===== config.mk =====
export PLATFORM = sky130hd
export DESIGN_NAME = game_phase_controller_flat
export DESIGN_NICKNAME = d
export VERILOG_FILES = /design/src/rtl/game_phase_controller_if.sv /design/src/rtl/game_phase_controller.sv /design/src/flat_wrapper.sv
export SDC_FILE = /design/constraint.sdc
export NUM_CORES = 1
export LEC_CHECK = 0
export CORE_MARGIN = 8
export CORE_UTILIZATION = 50
export CTS_CLUSTER_SIZE = 8
export DETAILED_ROUTE_END_ITERATION = 8
export PLACE_DENSITY = 0.74
export SLEW_MARGIN = 20
export SYNTH_ARGS = -nofsm -noshare
export SYNTH_HDL_FRONTEND = slang
export SYNTH_SLANG_ARGS = --single-unit

===== constraint.sdc =====
create_clock -name vga_clock -period 3.51 [get_ports vga_clock]
set_clock_uncertainty 0.05 [all_clocks]
set_input_delay 0.702 -clock vga_clock [delete_from_list [all_inputs] [get_ports vga_clock]]
set_output_delay 0.702 -clock vga_clock [all_outputs]
set_load 0.02 [all_outputs]

===== src/rtl/game_phase_controller_if.sv =====
// Signal bundle between the game phase controller and its neighbours.
// slave  : the controller side (takes sync/key/game-logic levels, drives
//          phase, strobes and counters).
// master : the surrounding system (VGA generator, key, datapath).
interface game_phase_controller_if;
  logic       vsync;
  logic       start_button;
  logic       mario_hit;
  logic       level_complete;
  logic [2:0] phase;
  logic       frame_tick;
  logic       update_enable;
  logic       respawn;
  logic [3:0] lives;
  logic [9:0] seconds;

  modport master (
    output vsync, start_button, mario_hit, level_complete,
    input  phase, frame_tick, update_enable, respawn, lives, seconds
  );

  modport slave (
    input  vsync, start_button, mario_hit, level_complete,
    output phase, frame_tick, update_enable, respawn, lives, seconds
  );
endinterface


===== src/rtl/game_phase_controller.sv =====
// Frame-synchronous game sequencer.
// Turns the active-low VGA vsync into a one-cycle frame tick, runs the
// TITLE/PLAY/DYING/WIN/OVER phase machine and owns the lives counter, the
// level countdown and the respawn pulse.
// Ports:
//   vga_clock  pixel clock, the only clock
//   reset      asynchronous active-low reset
//   gif        slave side of game_phase_controller_if
//              in : vsync, start_button (active-low), mario_hit, level_complete
//              out: phase, frame_tick, update_enable, respawn, lives, seconds
module game_phase_controller #(
  parameter int unsigned START_LIVES       = 3,
  parameter int unsigned LEVEL_SECONDS     = 300,
  parameter int unsigned FRAMES_PER_SECOND = 60,
  parameter int unsigned DYING_FRAMES      = 120
) (
  input  logic                     vga_clock,
  input  logic                     reset,
  game_phase_controller_if.slave   gif
);

  typedef enum logic [2:0] {
    TITLE = 3'd0,
    PLAY  = 3'd1,
    DYING = 3'd2,
    WIN   = 3'd3,
    OVER  = 3'd4
  } phase_t;

  localparam logic [3:0] LIVES_INIT   = 4'(START_LIVES);
  localparam logic [9:0] SECONDS_INIT = 10'(LEVEL_SECONDS);
  localparam logic [7:0] FPS_LAST     = 8'(FRAMES_PER_SECOND - 1);
  localparam logic [7:0] DYING_LAST   = 8'(DYING_FRAMES - 1);

  // Synchronisers plus one edge register each; all idle high.
  logic vsync_s1, vsync_s2, vsync_d;
  logic start_s1, start_s2, start_d;
  logic tick_next, press_next;
  logic start_press_q;

  logic       frame_tick_q, update_enable_q, respawn_q;
  phase_t     phase_q, phase_next;
  logic [3:0] lives_q, lives_next;
  logic [9:0] seconds_q, seconds_next;
  logic [7:0] frame_cnt_q, frame_cnt_next;
  logic       respawn_next;

  assign tick_next  = vsync_d & ~vsync_s2;
  assign press_next = start_d & ~start_s2;

  always_ff @(posedge vga_clock or negedge reset) begin
    if (!reset) begin
      vsync_s1      <= 1'b1;
      vsync_s2      <= 1'b1;
      vsync_d       <= 1'b1;
      start_s1      <= 1'b1;
      start_s2      <= 1'b1;
      start_d       <= 1'b1;
      start_press_q <= 1'b0;
    end else begin
      vsync_s1      <= gif.vsync;
      vsync_s2      <= vsync_s1;
      vsync_d       <= vsync_s2;
      start_s1      <= gif.start_button;
      start_s2      <= start_s1;
      start_d       <= start_s2;
      start_press_q <= press_next;
    end
  end

  // Phase register and everything that changes with it.
  always_ff @(posedge vga_clock or negedge reset) begin
    if (!reset) begin
      phase_q         <= TITLE;
      lives_q         <= LIVES_INIT;
      seconds_q       <= SECONDS_INIT;
      frame_cnt_q     <= '0;
      frame_tick_q    <= 1'b0;
      update_enable_q <= 1'b0;
      respawn_q       <= 1'b0;
    end else begin
      phase_q         <= phase_next;
      lives_q         <= lives_next;
      seconds_q       <= seconds_next;
      frame_cnt_q     <= frame_cnt_next;
      frame_tick_q    <= tick_next;
      // Registered alongside frame_tick so both rise in the same cycle.
      update_enable_q <= tick_next & (phase_q == PLAY);
      respawn_q       <= respawn_next;
    end
  end

  // frame_tick_q is the frame strobe the phase machine acts on.
  always_comb begin
    phase_next     = phase_q;
    lives_next     = lives_q;
    seconds_next   = seconds_q;
    frame_cnt_next = frame_cnt_q;
    respawn_next   = 1'b0;

    case (phase_q)
      TITLE: begin
        if (start_press_q) phase_next = PLAY;
      end
      PLAY: begin
        if (frame_tick_q) begin
          if (frame_cnt_q == FPS_LAST) begin
            frame_cnt_next = '0;
            if (seconds_q != '0) seconds_next = seconds_q - 10'd1;
          end else begin
            frame_cnt_next = frame_cnt_q + 8'd1;
          end
        end
        // Timeout uses the current count, so a hit in the cycle that zeroes
        // seconds leaves PLAY before the timeout can be seen: one life lost.
        if (gif.level_complete) begin
          phase_next = WIN;
        end else if (gif.mario_hit || (seconds_q == '0)) begin
          phase_next = DYING;
          if (lives_q != '0) lives_next = lives_q - 4'd1;
        end
      end
      DYING: begin
        if (frame_tick_q) begin
          if (frame_cnt_q == DYING_LAST) begin
            if (lives_q == '0) begin
              phase_next = OVER;
            end else begin
              phase_next   = PLAY;
              seconds_next = SECONDS_INIT;
            end
          end else begin
            frame_cnt_next = frame_cnt_q + 8'd1;
          end
        end
      end
      WIN, OVER: begin
        if (start_press_q) phase_next = TITLE;
      end
      default: phase_next = TITLE;
    endcase

    // Title holds the fresh-game values; loading on entry makes them visible
    // in the first TITLE cycle.
    if (phase_next == TITLE) begin
      lives_next   = LIVES_INIT;
      seconds_next = SECONDS_INIT;
    end

    // Respawn only happens on entry to PLAY, so a phase change covers both.
    if (phase_next != phase_q) frame_cnt_next = '0;

    respawn_next = (phase_next == PLAY) && (phase_q != PLAY);
  end

  assign gif.phase         = phase_q;
  assign gif.frame_tick    = frame_tick_q;
  assign gif.update_enable = update_enable_q;
  assign gif.respawn       = respawn_q;
  assign gif.lives         = lives_q;
  assign gif.seconds       = seconds_q;

endmodule


===== src/flat_wrapper.sv =====
// flat-port wrapper written by rule: the top's interface ports become plain ports
module game_phase_controller_flat 
#(
  parameter int unsigned START_LIVES       = 3,
  parameter int unsigned LEVEL_SECONDS     = 300,
  parameter int unsigned FRAMES_PER_SECOND = 60,
  parameter int unsigned DYING_FRAMES      = 120
)
  (vga_clock, reset, gif_vsync, gif_start_button, gif_mario_hit, gif_level_complete, gif_phase, gif_frame_tick, gif_update_enable, gif_respawn, gif_lives, gif_seconds);
  game_phase_controller_if gif_i ();
  input  logic vga_clock;
  input  logic reset;
  input wire logic [$bits(gif_i.vsync)-1:0] gif_vsync;
  input wire logic [$bits(gif_i.start_button)-1:0] gif_start_button;
  input wire logic [$bits(gif_i.mario_hit)-1:0] gif_mario_hit;
  input wire logic [$bits(gif_i.level_complete)-1:0] gif_level_complete;
  output wire logic [$bits(gif_i.phase)-1:0] gif_phase;
  output wire logic [$bits(gif_i.frame_tick)-1:0] gif_frame_tick;
  output wire logic [$bits(gif_i.update_enable)-1:0] gif_update_enable;
  output wire logic [$bits(gif_i.respawn)-1:0] gif_respawn;
  output wire logic [$bits(gif_i.lives)-1:0] gif_lives;
  output wire logic [$bits(gif_i.seconds)-1:0] gif_seconds;
  assign gif_i.vsync = gif_vsync;
  assign gif_i.start_button = gif_start_button;
  assign gif_i.mario_hit = gif_mario_hit;
  assign gif_i.level_complete = gif_level_complete;
  assign gif_phase = gif_i.phase;
  assign gif_frame_tick = gif_i.frame_tick;
  assign gif_update_enable = gif_i.update_enable;
  assign gif_respawn = gif_i.respawn;
  assign gif_lives = gif_i.lives;
  assign gif_seconds = gif_i.seconds;
  game_phase_controller #(.START_LIVES(START_LIVES), .LEVEL_SECONDS(LEVEL_SECONDS), .FRAMES_PER_SECOND(FRAMES_PER_SECOND), .DYING_FRAMES(DYING_FRAMES)) u_core (.vga_clock(vga_clock), .reset(reset), .gif(gif_i));
endmodule

## After elaboration in Yosys (flattened, before gate mapping)

Index checks and enable logic that the tools add are counted.

| storage, ports and cells | value |
|---|---|
| flip-flop bits (word level) | 35 |
| bits in latches | 0 |
| bits in writable memories | 0 |
| bits in read-only memories | 0 |
| input bits | 6 |
| output and inout bits | 20 |
| word-level logic and storage cells | 85 |
| memories | 0 |

| cells by class | value |
|---|---|
| $add $sub $neg | 3 |
| $mul | 0 |
| divide/modulo/power cells | 0 |
| order comparisons | 0 |
| equality and inequality tests | 19 |
| shift-type cells | 0 |
| mux-type cells | 27 |
| bitwise gates (word level) | 5 |
| reduce and logical (&&, ||, !) cells | 17 |

Operators with widths:

| operator | number |
|---|---|
| $mux W10 | 7 |
| $mux W8 | 5 |
| $mux W3 | 7 |
| $mux W4 | 5 |
| $pmux W10 S2 | 1 |
| $pmux W8 S2 | 1 |
| $ne A3 B1 Y1 const B | 4 |
| $ne A3 B3 Y1 const B | 4 |
| $pmux W3 S4 | 1 |
| $logic_not A10 Y1 | 1 |
| $reduce_bool A10 Y1 | 1 |
| $sub A10 B1 Y10 const B | 1 |
| $add A8 B1 Y8 const B | 1 |
| $eq A8 B6 Y1 const B | 1 |
| $eq A8 B7 Y1 const B | 1 |
| $reduce_and A4 Y1 | 2 |
| $reduce_and A7 Y1 | 1 |
| $eq A3 B1 Y1 const B | 2 |
| $eq A3 B2 Y1 const B | 2 |
| $logic_not A3 Y1 | 2 |
| $ne A3 B2 Y1 const B | 2 |
| $reduce_bool A2 Y1 | 3 |
| $reduce_bool A3 Y1 | 2 |
| $logic_not A4 Y1 | 1 |
| 10 further kinds | 13 |

## Longest topological paths before layout

| depth | value |
|---|---|
| depth in word-level cells | 8 |
| mapped depth | 8 |

## Worst setup path before layout

No wires, ideal clock.

| timing path | value |
|---|---|
| path kind | flip-flop to flip-flop |
| from | register u_core.seconds_q[0] (netlist: u_core.gif.seconds[0]) |
| to | register u_core.lives_q[1] (netlist: u_core.gif.lives[1]) |
| setup time | 82 ps |
| data arrival time | 1965 ps |
| required time | 3378 ps |
| setup slack | 1413 ps |
| cell stages (with the launch flop) | 7 |
| period minus slack after synthesis | 2097 ps |
| path through | dfrtp_1 -> inv_1 -> ha_1 -> nor3b_1 -> a31oi_2 -> or4_4 -> a211o_1 |

| between the ends | value |
|---|---|
| word-level cells in the longest chain between the ends | 8 |
| elaborated cells on any way between the ends | 12 |
| classes of those cells | 1 x eq/ne; 4 x mux; 7 x reduce/logical |

RTL lines:

| item | line | source |
|---|---|---|
| from (decl) | game_phase_controller.sv:44 | `logic [9:0] seconds_q, seconds_next;` |
| from (signal assigned) | game_phase_controller.sv:84 | `seconds_q <= seconds_next;` |
| $logic_not A10 Y1 * | game_phase_controller.sv:118 | `end else if (gif.mario_hit \|\| (seconds_q == '0)) begin` |
| $logic_or A1 B1 Y1 * | game_phase_controller.sv:118 |  |
| $mux W3 | game_phase_controller.sv:118 |  |
| $mux W3 | game_phase_controller.sv:116 | `if (gif.level_complete) begin` |
| $pmux W3 S4 | game_phase_controller.sv:101 | `case (phase_q)` |
| $logic_not A3 Y1 | game_phase_controller.sv:145 | `if (phase_next == TITLE) begin` |
| $ne A2 B1 Y1 (no source line) / $reduce_bool A2 Y1 (equally long branches) | - |  |
| $reduce_and A4 Y1 (no source line) | - |  |
| to (signal assigned) | game_phase_controller.sv:83 | `lives_q <= lives_next;` |
| to (decl) | game_phase_controller.sv:43 | `logic [3:0] lives_q, lives_next;` |

Every way passes the cells marked *; elsewhere a longest branch is shown, timed or not.
A chain may end at the register's enable or synchronous reset.

## Final worst setup path

| timing path | value |
|---|---|
| from | register u_core.phase_q[1] (netlist: u_core.gif.phase[1]) |
| to | register u_core.seconds_q[1] (netlist: u_core.gif.seconds[1]) |

| between the ends | value |
|---|---|
| word-level cells in the longest chain between the ends | 6 |
| elaborated cells on any way between the ends | 24 |
| classes of those cells | 10 x eq/ne; 9 x mux; 5 x reduce/logical |

RTL lines:

| item | line | source |
|---|---|---|
| from (decl) | game_phase_controller.sv:42 | `phase_t phase_q, phase_next;` |
| from (signal assigned) | game_phase_controller.sv:82 | `phase_q <= phase_next;` |
| $eq A3 B2 Y1 (tied with other cells) | game_phase_controller.sv:101 |  |
| $reduce_or A2 Y1 (tied with other cells) | game_phase_controller.sv:101 |  |
| $pmux W3 S4 | game_phase_controller.sv:101 |  |
| $logic_not A3 Y1 | game_phase_controller.sv:145 |  |
| $ne A3 B2 Y1 (no source line) (tied with other cells) | - |  |
| $reduce_and A7 Y1 (no source line) | - |  |

Several ways; a longest one is shown, not always the timed one.

==> run summary <==
status -> finished clean
leading area contributor after synthesis -> dfrtp_1
vias per cell -> 5.70
net switching power -> 0.427 mW
CP max-delay cell -> nor3_2
worst-skew pair later-pin latency -> 0.30 ns
Congestion Overflow GR -> 0
Async S/R FF share, synth -> 1.00
Post-CTS Setup Bufs -> 0
initial antenna violation count -> 0
Worst setup SP type -> register
TritonCTS clock tree -> yes
Crit path largest cell delay -> 0.63 ns
Layout Cells excl Fill -> 265
Comb pwr share -> 0.309
final critical-path share of the clock period -> 0.745
Antenna Diode Count -> 0
CTS resizes -> 0
most common library cells after synthesis -> dfrtp_1, nor2_1, nand2_1
crit path cell chain -> or3b_2 -> nor3_2 -> o21ai_1 -> or3_1 -> a21oi_1
Hold WC Path Type -> reg2reg
max_cap viols -> 0
Post-Synthesis Cells -> 188
number of synthesized flops with an enable pin -> 0
Area Growth Syn to Fin -> 20.5%
layout cells sized above 1 -> 0.152
Top Ports -> 26
total track usage -> 0.144
Wirelength per Cell -> 15.3 µm
Starting Density -> 0.516
synth top area cells -> dfrtp_1, dfstp_2, nor2_1
Yosys cell types -> 50
unrepaired setup endpoints after global routing -> no
Die W -> 77.2 µm
register bit count reported by yosys -> 35
Final Setup Violations -> 0
core area -> 0.00363 mm²
Net Sw Frac -> 0.365
Clock Sinks -> 35
pin count of the biggest net entering global routing -> 36
Netlist Area Pre-Place -> 0.00188 mm²
Root Buffer -> clkbuf_8
DP Cell Count -> 257
Fill cells -> 294
crit-path leading delay family -> simple AND/OR/NAND/NOR gates
DR DRC count -> 0
Mapped Nets -> 198
CTS H-Tree Depth -> 2
first-pass GRT wire length -> 7050 µm
Max IR drop VDD -> 0.356 mV
1st-iter DRT viols -> 110
most frequent cell after synthesis -> dfrtp_1
Power Density -> 518 mW/mm²
Syn Area/Cell -> 9.98 µm²
Seq pwr share -> 0.429
fin crit period -> 2.61 ns
max-slew violations -> 0
final WL -> 4060 µm
area share of the largest cell type after synthesis -> 0.307
vias in the first global route -> 1494
Worst slew margin -> 0.526
Crit Path Category -> reg2reg
yosys warns -> 0
Pint -> 0.742 mW
detailed-route via count -> 1511
cts hold-fix bufs -> 0
Die H -> 77.2 µm
leakage power -> 0.876 nW
register area share after synthesis -> 0.475
CP Capture Type -> register
Final #Nets -> 226
Hold Violations, Final -> 0
Reg clk slew, reported paths -> 0.08 ns
ys flop type -> dfrtp_1
Worst-Margin Slew -> 0.708 ns
Max FO, Critical Path -> 12
FMAX -> 0.382 GHz
cts bufs inserted -> 5
clock power share -> 0.262
# port buffers -> 25
GP Congestion -> 0.895
First-pass DRT Iterations -> 4
Critical Path RT -> 3.68 ns
CP arrival -> 2.79 ns
DP Wirelength -> 2970 µm
CP Buf/Inv Count -> 0
Row Count -> 22
Longest Clk Path Bufs -> 2
post-route ant nets -> 0
full die area -> 0.00597 mm²
Hold Slack -> 0.307 ns
setup tns final -> 0 ns
## sequential cells by signal, summed over array words and instances (netlist names)
| register | count |
|---|---|
| u_core.gif.seconds | 10 |
| u_core.frame_cnt_q | 8 |
| u_core.gif.lives | 4 |
| u_core.gif.phase | 3 |
| u_core.gif.frame_tick | 1 |
| u_core.gif.respawn | 1 |
| u_core.gif.update_enable | 1 |
| u_core.start_d | 1 |
| u_core.start_press_q | 1 |
| u_core.start_s1 | 1 |
| u_core.start_s2 | 1 |
| u_core.vsync_d | 1 |
| u_core.vsync_s1 | 1 |
| u_core.vsync_s2 | 1 |
## metal layers
metal | GRT usage | part of all wire
met1 | 0.167 | 0.44
met2 | 0.235 | 0.50
met3 | 0.0571 | 0.052
met4 | 0.0509 | 0.0069
met5 | 0 | 0
## power groups by stage
| stage | sequential, mW | combinational [mW] | clock, mW |
|---|---|---|---|
| after floorplan | 0.509 | 0.241 | 0 |
| after global placement | 0.505 | 0.351 | 0 |
| after detailed placement | 0.509 | 0.360 | 0 |
| after CTS | 0.501 | 0.363 | 0.314 |
| after global routing | 0.510 | 0.399 | 0.329 |
| final | 0.502 | 0.361 | 0.306 |
## worst paths after layout
kind | end | slack (ns) | from | depth (start not counted)
min reg2reg | u_core.start_s2 | 0.31 | u_core.start_s1 | 0
max in group asynchronous | u_core.start_d | 2.31 | reset | 2
min | u_core.start_s2 | 0.31 | u_core.start_s1 | 0
min in group asynchronous | u_core.gif.lives[2] | 0.76 | reset | 2
max reg2reg | u_core.gif.seconds[1] | 0.90 | u_core.gif.phase[1] | 5
max | u_core.gif.seconds[1] | 0.90 | u_core.gif.phase[1] | 5
## logic make-up (layout without fill, tap and decap cells)
group / Yosys count / count (layout) / share of synthesized area
adders and majority gates: 4 / 4 / 0.0267
xor gates and xnor gates: 11 / 11 / 0.0514
buffers and inverters: 11 / 40 / 0.0260
AOI/OAI and AO/OA: 31 / 31 / 0.117
DFF: 35 / 35 / 0.475
muxes: 2 / 2 / 0.0107
and+or+nand+nor: 94 / 94 / 0.294
## per-stage QoR
| step | utilization | cell area, µm² | total power, mW | worst slack (ns) |
|---|---|---|---|---|
| 2_1_floorplan | - | 1880 | 0.750 | 1.41 |
| 3_3_place_gp | 0.596 | 2170 | 0.856 | 0.988 |
| 3_5_place_dp | 0.596 | 2170 | 0.870 | 0.922 |
| 4_1_cts | 0.622 | 2260 | 1.18 | 0.914 |
| 5_1_grt | 0.622 | 2260 | 1.24 | 0.640 |
| 6_report | 0.622 | 2260 | 1.17 | 0.895 |
## area by class of cell
class / instances / area [µm²] / area share
repair buffers: 26 / 258 / 0.114
well taps: 48 / 60.1 / 0.0266
flip-flops and latches: 35 / 891 / 0.394
inverters: 6 / 22.5 / 0.00997
clock inverters: 3 / 23.8 / 0.0105
clock buffers: 5 / 68.8 / 0.0305
multi-input cells: 142 / 936 / 0.414
## cell usage in the layout, fill, tap and decap left out, types with 3 or more instances in the layout
cell type        count
clkdlybuf4s50_1     25
dfrtp_1             23
nor2_1              21
nand2_1             15
dfstp_2             12
a21oi_1              9
nand3_1              9
nor2b_1              7
nor3_1               7
inv_1                6
nor3b_1              6
o21ai_0              6
xnor2_1              6
xor2_1               5
clkbuf_8             5
ha_1                 4
nand4b_1             3
nor4_1               3
or3_1                3
Note: power is estimated with default switching activity, not from simulation.
